`config.mk`:
```
export PLATFORM = sky130hd
export DESIGN_NAME = regfile_writeback
export DESIGN_NICKNAME = d
export VERILOG_FILES = /design/src/rtl/cpu_pkg.sv /design/src/rtl/wb_fifo.sv /design/src/rtl/regfile_writeback.sv
export SDC_FILE = /design/constraint.sdc
export NUM_CORES = 1
export LEC_CHECK = 0
export ABC_AREA = 1
export ABC_CLOCK_PERIOD_IN_PS = 6200
export BUFFER_PORTS_ARGS = -buffer_cell sky130_fd_sc_hd__buf_2
export CORE_MARGIN = 5
export CORE_UTILIZATION = 61
export CTS_BUF_LIST = sky130_fd_sc_hd__clkbuf_8
export DETAILED_ROUTE_END_ITERATION = 10
export PLACE_DENSITY = 0.91
export SKIP_LAST_GASP = 1
export SYNTH_ARGS = -nofsm -noshare
export SYNTH_HDL_FRONTEND = slang
export SYNTH_SLANG_ARGS = --single-unit
```
`constraint.sdc`:
```
create_clock -name clk -period 6.2 [get_ports clk]
set_clock_uncertainty 0.2 [all_clocks]
set_input_delay 0.62 -clock clk [delete_from_list [all_inputs] [get_ports clk]]
set_output_delay 0.62 -clock clk [all_outputs]
set_load 0.05 [all_outputs]
```
`src/rtl/cpu_pkg.sv`:
```
// Shared CPU types: datapath width, register count and the
// writeback entry carried by the long-latency result buffer.
package cpu_pkg;

    localparam int XLEN       = 32;
    localparam int NREG       = 32;
    localparam int AW         = $clog2(NREG);
    localparam int FIFO_DEPTH = 2;

    typedef struct packed {
        logic [AW-1:0]   addr;
        logic [XLEN-1:0] data;
    } wb_entry_t;

endpackage

```
`src/rtl/wb_fifo.sv`:
```
// Synchronous FIFO of wb_entry_t for long-latency results.
// Pointers carry one extra wrap bit to tell full from empty.
module wb_fifo
    import cpu_pkg::*;
#(
    parameter int DEPTH = FIFO_DEPTH
) (
    input  logic      clk,
    input  logic      rst_n,
    input  logic      i_push,
    input  wb_entry_t i_din,
    input  logic      i_pop,
    output wb_entry_t o_dout,
    output logic      o_full,
    output logic      o_empty
);

    localparam int PW = $clog2(DEPTH);

    wb_entry_t       r_mem [DEPTH];
    logic [PW:0]     r_wptr;
    logic [PW:0]     r_rptr;
    logic            w_push;
    logic            w_pop;

    assign o_empty = (r_wptr == r_rptr);
    assign o_full  = (r_wptr[PW] != r_rptr[PW]) &&
                     (r_wptr[PW-1:0] == r_rptr[PW-1:0]);
    assign w_push  = i_push && !o_full;
    assign w_pop   = i_pop && !o_empty;
    assign o_dout  = r_mem[r_rptr[PW-1:0]];

    // Pointer update; wraps modulo DEPTH via the index slice
    always_ff @(posedge clk or negedge rst_n) begin
        if (!rst_n) begin
            r_wptr <= '0;
            r_rptr <= '0;
        end else begin
            if (w_push) r_wptr <= r_wptr + 1'b1;
            if (w_pop)  r_rptr <= r_rptr + 1'b1;
        end
    end

    // Entry storage; contents are don't-care while empty
    always_ff @(posedge clk) begin
        if (w_push) r_mem[r_wptr[PW-1:0]] <= i_din;
    end

endmodule

```
`src/rtl/regfile_writeback.sv`:
```
// Register-file write port arbiter: ALU vs buffered long-latency
// results, plus pending-destination scoreboard. Option: WB_BYPASS_EN.
module regfile_writeback
    import cpu_pkg::*;
(
    input  logic            clk,
    input  logic            rst_n,
    input  logic            alu_valid,
    output logic            alu_ready,
    input  logic [AW-1:0]   alu_addr,
    input  logic [XLEN-1:0] alu_data,
    input  logic            ll_valid,
    output logic            ll_ready,
    input  logic [AW-1:0]   ll_addr,
    input  logic [XLEN-1:0] ll_data,
    input  logic            iss_valid,
    input  logic [AW-1:0]   iss_addr,
    input  logic [AW-1:0]   q_addr1,
    input  logic [AW-1:0]   q_addr2,
    output logic            q_busy1,
    output logic            q_busy2,
`ifdef WB_BYPASS_EN
    output logic            fwd_hit1,
    output logic            fwd_hit2,
    output logic [XLEN-1:0] fwd_data1,
    output logic [XLEN-1:0] fwd_data2,
`endif
    output logic            wb_we,
    output logic [AW-1:0]   wb_addr,
    output logic [XLEN-1:0] wb_data
);

    wb_entry_t       w_head;
    wb_entry_t       w_din;
    logic            w_full;
    logic            w_empty;
    logic            w_push;
    logic            w_sel_fifo;
    logic            w_sel_alu;
    logic [AW-1:0]   w_win_addr;
    logic [XLEN-1:0] w_win_data;
    logic [NREG-1:0] w_busy_nxt;

    logic            r_wb_we;
    logic            r_wb_ll;
    logic [AW-1:0]   r_wb_addr;
    logic [XLEN-1:0] r_wb_data;
    logic [NREG-1:0] r_busy;

    assign w_din.addr = ll_addr;
    assign w_din.data = ll_data;
    assign w_push     = ll_valid && !w_full;

    wb_fifo u_fifo (
        .clk     (clk),
        .rst_n   (rst_n),
        .i_push  (w_push),
        .i_din   (w_din),
        .i_pop   (w_sel_fifo),
        .o_dout  (w_head),
        .o_full  (w_full),
        .o_empty (w_empty)
    );

    // A full FIFO blocks the ALU so it cannot starve queued results
    assign ll_ready   = !w_full;
    assign alu_ready  = !w_full;
    assign w_sel_fifo = !w_empty && (w_full || !alu_valid);
    assign w_sel_alu  = !w_full && alu_valid;
    assign w_win_addr = w_sel_fifo ? w_head.addr : alu_addr;
    assign w_win_data = w_sel_fifo ? w_head.data : alu_data;

    // Write-port registers; an x0 winner is consumed but not written
    always_ff @(posedge clk or negedge rst_n) begin
        if (!rst_n) begin
            r_wb_we   <= 1'b0;
            r_wb_ll   <= 1'b0;
            r_wb_addr <= '0;
            r_wb_data <= '0;
        end else begin
            r_wb_we <= (w_sel_fifo || w_sel_alu) && (w_win_addr != '0);
            r_wb_ll <= w_sel_fifo;
            if (w_sel_fifo || w_sel_alu) begin
                r_wb_addr <= w_win_addr;
                r_wb_data <= w_win_data;
            end
        end
    end

    // Scoreboard next state: clear first so a same-edge issue wins
    always_comb begin
        w_busy_nxt = r_busy;
`ifdef WB_BYPASS_EN
        if (w_sel_fifo)
            w_busy_nxt[w_head.addr] = 1'b0;
`else
        if (r_wb_we && r_wb_ll)
            w_busy_nxt[r_wb_addr] = 1'b0;
`endif
        if (iss_valid)
            w_busy_nxt[iss_addr] = 1'b1;
        w_busy_nxt[0] = 1'b0;
    end

    // Scoreboard register
    always_ff @(posedge clk or negedge rst_n) begin
        if (!rst_n) r_busy <= '0;
        else        r_busy <= w_busy_nxt;
    end

    assign q_busy1 = (q_addr1 != '0) && r_busy[q_addr1];
    assign q_busy2 = (q_addr2 != '0) && r_busy[q_addr2];

`ifdef WB_BYPASS_EN
    assign fwd_hit1  = r_wb_we && (r_wb_addr == q_addr1) && (q_addr1 != '0);
    assign fwd_hit2  = r_wb_we && (r_wb_addr == q_addr2) && (q_addr2 != '0);
    assign fwd_data1 = r_wb_data;
    assign fwd_data2 = r_wb_data;
`endif

    assign wb_we   = r_wb_we;
    assign wb_addr = r_wb_addr;
    assign wb_data = r_wb_data;

endmodule

```
==> results of run 1 <==
flip-flops by register name, indices dropped and copies added, names as in the netlist:
signal / cells
u_fifo.r_mem: 74
wb_data: 32
r_busy: 31
wb_addr: 5
u_fifo.r_rptr: 2
u_fifo.r_wptr: 2
r_wb_ll: 1
wb_we: 1
critical path: stages (launching register included):
cell                       delay (ns)
sky130_fd_sc_hd__dfrtp_1         0.33
sky130_fd_sc_hd__buf_4           0.42
sky130_fd_sc_hd__inv_6           0.22
sky130_fd_sc_hd__nand2_4         0.13
sky130_fd_sc_hd__nand2_4         0.06
sky130_fd_sc_hd__nand2_4         0.11
sky130_fd_sc_hd__nand2_4         0.09
sky130_fd_sc_hd__inv_2           0.05
sky130_fd_sc_hd__buf_4           0.64
sky130_fd_sc_hd__o21ai_0         0.34
sky130_fd_sc_hd__o211ai_2        0.15
sky130_fd_sc_hd__nand2_1         0.08
cell families after synthesis:
logic type / Yosys count / share of synthesized area (%)
xor gates and xnor gates: 2 / 0.259
AOI/OAI and AO/OA: 181 / 17.6
and+or+nand+nor: 266 / 16.3
buffers and inverters: 83 / 5.69
DFF: 148 / 60.1
through the flow:
step	cell area (sq um)	instances	worst slack, ns	hold WS (ns)	utilization, %
after floorplan	6770	680	2.70	0.124	-
after global placement	7480	927	3.38	0.257	69.0
after detailed placement	7480	927	3.26	0.263	69.0
after CTS	7870	959	3.23	0.151	72.6
after global routing	7870	959	2.97	0.138	72.6
final	7870	959	3.20	0.131	72.6
routing by layer:
metal | share of wire, % | track usage [%]
met1 | 36 | 33.8
met2 | 52 | 47.6
met3 | 8.4 | 5.58
met4 | 3.2 | 11.1
met5 | 0 | 0
power groups by stage:
stage	clock network (W)	logic, W	registers (W)
final	0.000729	0.00209	0.00166
after global placement	0	0.00196	0.00164
after CTS	0.000728	0.00208	0.00165
after floorplan	0	0.00119	0.00206
after detailed placement	0	0.00206	0.00167
after global routing	0.000776	0.00229	0.00170
cell type report:
type | count | area [sq um]
Clock inverter | 12 | 113
Tap cell | 140 | 175
Timing Repair Buffer | 138 | 701
Multi-Input combinational cell | 449 | 2330
Clock buffer | 20 | 275
Fill cell | 711 | 2970
Inverter | 52 | 200
Sequential cell | 148 | 4070
synth_stat cells:
cell type                  number  area, sq um
sky130_fd_sc_hd__a21oi_1        7         35.0
sky130_fd_sc_hd__a31oi_1        2         12.5
sky130_fd_sc_hd__buf_2          8         40.0
sky130_fd_sc_hd__buf_4          3         22.5
sky130_fd_sc_hd__buf_6          6         67.6
sky130_fd_sc_hd__clkbuf_1      12         45.0
sky130_fd_sc_hd__clkbuf_2       2         10.0
sky130_fd_sc_hd__dfrtp_1       74         1850
sky130_fd_sc_hd__edfxtp_1      74         2220
sky130_fd_sc_hd__inv_1         48          180
sky130_fd_sc_hd__inv_2          3         11.3
sky130_fd_sc_hd__inv_6          1         8.76
sky130_fd_sc_hd__nand2_1      137          514
sky130_fd_sc_hd__nand2_2        1         6.26
sky130_fd_sc_hd__nand2_4        4         45.0
sky130_fd_sc_hd__nand3_1       43          215
sky130_fd_sc_hd__nand3_2        1         10.0
sky130_fd_sc_hd__nand4_1        2         12.5
sky130_fd_sc_hd__nor2_1        76          285
sky130_fd_sc_hd__nor2_4         1         11.3
sky130_fd_sc_hd__o211ai_1      20          150
sky130_fd_sc_hd__o211ai_2      24          300
sky130_fd_sc_hd__o21ai_0      105          526
sky130_fd_sc_hd__o21ai_1        9         45.0
sky130_fd_sc_hd__o21ai_2       14          123
sky130_fd_sc_hd__or2_2          1         6.26
sky130_fd_sc_hd__xor2_1         2         17.5
final timing paths:
| kind | endpoint | from | slack [ns] |
|---|---|---|---|
| setup / recovery | wb_data[22] | u_fifo.r_rptr[0] | 3.20 |
| hold / removal | wb_data[3] | rst_n | 0.13 |
| setup reg to reg | wb_data[22] | u_fifo.r_rptr[0] | 3.20 |
| hold reg to reg | wb_data[25] | wb_data[25] | 0.29 |
| max in group asynchronous | r_busy[27] | rst_n | 5.06 |
| min in group clk | u_fifo.r_mem[0][21] | ll_data[21] | 0.16 |
==> metrics.sh, run 1 <==
POST_CTS_RESIZED=0
GRT_FIRST_PASS_WIRELENGTH_MM=28.0
CTS-ROOT-TO-SINK-BUFFERS=2
SWITCH_PWR_W=0.00211
POST_DRT_WL_PER_CELL_MICRONS=18.5
NUMBER_OF_GLOBAL_ROUTE_VIAS_BEFORE_REPAIR=5707
CLOCK_LATENCY_NS=0.44
SUM_NEG_SETUP_SLACK_NS=0
WL_MM=17.7
PERIOD_MINUS_SLACK_NS=3.00
MAXIMUM_NUMBER_OF_PINS_ON_ONE_NET_BEFORE_GLOBAL_ROUTE_REPAIR=75
DESIGN.CORE.AREA_SQ_UM=10800
WORST-ENDPOINT-ARRIVAL_NS=3.12
LAYOUT_COMMONEST_CELL='sky130_fd_sc_hd__nand2_1'
TIMING_WORST_SLEW_PIN_VALUE_NS=1.12
POSTCTSSETUPBUFFERS=0
CTS_TREE='done'
CLKTRANSATPATHREGS_NS=0.08
POWER.COMBINATIONAL.FRACTION_PCT=46.6
SYNTH_CELL_TYPES=27
REPORT.POWER.TOTAL_W=0.00448
YOSYSWARNINGCOUNT=0
WORST-PATH-MAX-FANOUT=66
HPWL_AFTER_DPL_MM=11.8
CTS_INSERTED_BUFFERS=17
RUN_STATUS='complete, no violations'
FINAL_CELL_MIX='137 x sky130_fd_sc_hd__nand2_1, 134 x sky130_fd_sc_hd__buf_2, 105 x sky130_fd_sc_hd__o21ai_0'
SYNTH_SEQ_CELLS=148
POSTSYNTHCELLCOUNT=680
MAXCAP_VIOL_COUNT=0
HTREE_LEVELS=4
DRCVIOLATIONCOUNT=0
NETS=900
POSTCTSHOLDBUFS=0
CLOCK_TREE_ROOT='sky130_fd_sc_hd__clkbuf_8'
HOLD_VIOL=0
INITIAL_ANTENNA_VIOLATION_COUNT=0
VIA_PER_INST=5.93
POWER.STATIC_LEAKAGE_nW=3.41
FLOORPLAN.DIE.WIDTH_MICRONS=115
ROW_COUNT=38
SYN_AREA_SQ_UM=6770
R2R.WORST_PATH.CELLS=11
GR-USAGE-ALL-LAYERS_PCT=27.5
POWER_SWITCHING_SHARE_PCT=47.1
DRTITER0DRC=657
IRDROPWORSTVDD_uV=436
DRTPASS1ITERATIONS=6
DIE-AREA_SQ_UM=13300
HOLD_PATH.CLASS='input port to asynchronous set/reset pin'
TIMING.FINAL.MAX_SLEW_VIOLATIONS=0
GLOBALROUTE.TOTALOVERFLOW=0
POWER_FRAC_CLOCK_PCT=16.3
DIEHEIGHT_MICRONS=115
MAXIMUM_FREQUENCY_FROM_STATIC_TIMING_ANALYSIS_GHz=0.334
SYN-NUM-NETS=774
COUNT_OF_ANTENNA_VIOLATING_NETS_LEFT_AFTER_DETAILED_ROUTING=0
INSERTEDDIODECOUNT=0
FINALCRITPERIODSHARE_PCT=48.3
POWER.SHARE.SEQUENTIAL_PCT=37.1
TIMING.SETUP.CRITICAL_PATH_CLASS='register to register'
CRITPATHREQUIREDTIME_NS=6.32
P_PER_AREA_nW_PER_UM2=569
FINAL-SETUP-VIOL-COUNT=0
DESIGN.PORTCOUNT=136
NUMBER_OF_SINKS_ON_THE_CLOCK_NET=148
TIMING.CRITICAL_PATH.FROM_TYPE='register'
CRITICAL_PATH_END_TYPE='register'
TIMING.MAX_SLEW.REL_SLACK_PCT=24.9
PLACER_CONGESTION_ESTIMATE=1.06
POWER_REPORT.INTERNAL_TOTAL_W=0.00237
START_UTIL_PCT=62.5
SEQ_AREA_FRAC_SYNTH_PCT=60.1
LAYOUT-AREA-OVERHEAD-VS-SYNTH_PCT=16.1
GRT_SETUP_UNREPAIRED='no'
PLACE.PORT_BUFFERS=135
SYN_AREA_PER_CELL_SQ_UM=9.96
VIAS=5685
DRIVE_GT1_SHARE_PCT=26.6
No activity file was read; power rests on OpenSTA's default activity.
==> inputs of run 2 (changes only) <==
- ABC_CLOCK_PERIOD_IN_PS: 6200 -> 2600
- CORE_UTILIZATION: 61 -> 52
- PLACE_DENSITY: 0.91 -> 0.83
- clock period: 6.2 -> 2.6 ns (I/O delays scaled with it)
==> metrics.sh, run 2 (synthesis gave the netlist of run 1 again) <==
DIE-AREA_SQ_UM=15400
INITIAL_ANTENNA_VIOLATION_COUNT=3
NUMBER_OF_GLOBAL_ROUTE_VIAS_BEFORE_REPAIR=5964
PLACER_CONGESTION_ESTIMATE=0.983
MAXIMUM_NUMBER_OF_PINS_ON_ONE_NET_BEFORE_GLOBAL_ROUTE_REPAIR=51
DRIVE_GT1_SHARE_PCT=25.4
RUN_STATUS='complete, no violations'
HTREE_LEVELS=4
CTS-ROOT-TO-SINK-BUFFERS=2
CLOCK_TREE_ROOT='sky130_fd_sc_hd__clkbuf_8'
POST_DRT_WL_PER_CELL_MICRONS=17.9
DESIGN.PORTCOUNT=136
TIMING.FINAL.MAX_SLEW_VIOLATIONS=0
FINAL-INSTANCE-COUNT-EXCL-FILL=1076
WORST_HOLD_STARTPOINT='iss_addr[4]'
P_PER_AREA_nW_PER_UM2=1250
LARGEST_REGISTER_FF_COUNT=74
R2R.WORST_PATH.CELLS=7
FIN_AREA_SQ_UM=8740
NUMBER_OF_SINKS_ON_THE_CLOCK_NET=148
ROW_COUNT=41
LAYOUT_SETUP_WS_NS=0.463
START_UTIL_PCT=53.5
POST_PLACE_INSTANCE_AREA_SQ_UM=7620
MAXCAP_VIOL_COUNT=0
GR-USAGE-ALL-LAYERS_PCT=25.9
DESIGN.CORE.AREA_SQ_UM=12700
NETS=983
REG2REG_SLACK_NS=0.46
WORST-PATH-MAX-FANOUT=28
CTS_INSERTED_BUFFERS=17
CTS_TREE='done'
GRT_SETUP_UNREPAIRED='no'
LAYOUT-AREA-OVERHEAD-VS-SYNTH_PCT=29.0
MAXIMUM_FREQUENCY_FROM_STATIC_TIMING_ANALYSIS_GHz=0.468
TIMING.SETUP.CRITICAL_PATH_CLASS='register to register'
DRTPASS1ITERATIONS=5
PLACE.PORT_BUFFERS=135
COUNT_OF_ANTENNA_VIOLATING_NETS_LEFT_AFTER_DETAILED_ROUTING=0
LAYOUT_COMMONEST_CELL='sky130_fd_sc_hd__nand2_1'
POWER.STATIC_LEAKAGE_nW=3.75
DPL.CELL_COUNT=968
CLKTRANSATPATHREGS_NS=0.08
IRDROPWORSTVDD_uV=937
HOLD_PATH.CLASS='input port to register'
FLOORPLAN.DIE.WIDTH_MICRONS=124
WL_MM=19.3
VIAS=5999
CRITICAL_PATH_END_TYPE='register'
END_OF_THE_WORST_HOLD_PATH='r_busy[21]'
PRE_CTS_WS_NS=0.486
TIMING.CRITICAL_PATH.FROM_TYPE='register'
HPWL_AFTER_DPL_MM=11.6
TIMING.RR.START='u_fifo.r_wptr[0]'
FINALCRITPERIODSHARE_PCT=82.2
WHS_PATH_DEPTH=3
DRCVIOLATIONCOUNT=0
FINAL-SETUP-VIOL-COUNT=0
CRITPATHREQUIREDTIME_NS=2.53
DIEHEIGHT_MICRONS=124
HOLD_VIOL=0
WORST-ENDPOINT-ARRIVAL_NS=2.07
WORSTREG2REGEND='u_fifo.r_mem[0][6]'
TIMING_WORST_SLEW_PIN_VALUE_NS=0.712
DRTITER0DRC=484
GRT_FIRST_PASS_WIRELENGTH_MM=30.1
TIMING.HOLD.WS_NS=0.0335
CLOCK_LATENCY_NS=0.45
PERIOD_MINUS_SLACK_NS=2.14
GLOBALROUTE.TOTALOVERFLOW=0
VIA_PER_INST=5.58
SUM_NEG_SETUP_SLACK_NS=0
TIMING.MAX_SLEW.REL_SLACK_PCT=52.5
FINAL_CELL_MIX='137 x sky130_fd_sc_hd__nand2_1, 134 x sky130_fd_sc_hd__buf_2, 105 x sky130_fd_sc_hd__o21ai_0'
FILLER_CELL_COUNT=884
==> run 2: report_power, final <==
part           switching (W)  leakage [nW]  internal (W)  total, W
Sequential          0.000543          1.51       0.00344   0.00398
Combinational        0.00377          2.07       0.00149   0.00526
Clock               0.000900         0.174      0.000759   0.00166
==> run 2: what timing repair did <==
action / CTS / global route
gates resized for setup: 0 / 0
buffers inserted: 0 / 0
hold endpoints to repair: 148 / 0
hold buffers: 74 / 0
==> run 2: worst max path at each step <==
stage                                     end        startpoint  cells after the start
after floorplan            u_fifo.r_mem[1][0]  u_fifo.r_wptr[0]                      6
after global placement    u_fifo.r_mem[0][12]  u_fifo.r_wptr[0]                      7
after detailed placement  u_fifo.r_mem[0][31]  u_fifo.r_wptr[0]                      7
after CTS                             q_busy1        r_busy[25]                      9
after global routing                  q_busy1        r_busy[29]                      9
final                      u_fifo.r_mem[0][6]  u_fifo.r_wptr[0]                      7
==> run 2: layer usage <==
layer	share of wire (%)	track usage, %
met1	37	30.3
met5	0.036	0
met3	8.3	6.77
met4	3.8	13.3
met2	51	44.0
==> run 2: through the flow <==
| step | util [%] | total power [W] |
|---|---|---|
| 2_1_floorplan | - | 0.00775 |
| 3_3_place_gp | 60.2 | 0.00885 |
| 3_5_place_dp | 60.2 | 0.00903 |
| 4_1_cts | 68.9 | 0.0107 |
| 5_1_grt | 69.0 | 0.0115 |
| 6_report | 69.0 | 0.0109 |
==> run 2: worst max-delay path, cell delays in order, from the launching register on <==
cell and delay [ns]:
sky130_fd_sc_hd__dfrtp_1 0.46, sky130_fd_sc_hd__inv_2 0.10, sky130_fd_sc_hd__nand2_4 0.10, sky130_fd_sc_hd__nand2_4 0.06
sky130_fd_sc_hd__nand3_1 0.14, sky130_fd_sc_hd__nand2_1 0.17, sky130_fd_sc_hd__nor2_4 0.33, sky130_fd_sc_hd__buf_12 0.26
==> run 2: final cells by class <==
| cell class | instances | area [sq um] | area share [%] |
|---|---|---|---|
| Tap cell | 172 | 215 | 2.46 |
| Inverter | 52 | 200 | 2.29 |
| Timing Repair Buffer | 221 | 1550 | 17.7 |
| Clock inverter | 15 | 136 | 1.56 |
| Sequential cell | 148 | 4070 | 46.6 |
| Multi-Input combinational cell | 449 | 2330 | 26.7 |
| Antenna cell | 2 | 5.00 | 0.0573 |
| Clock buffer | 17 | 234 | 2.68 |
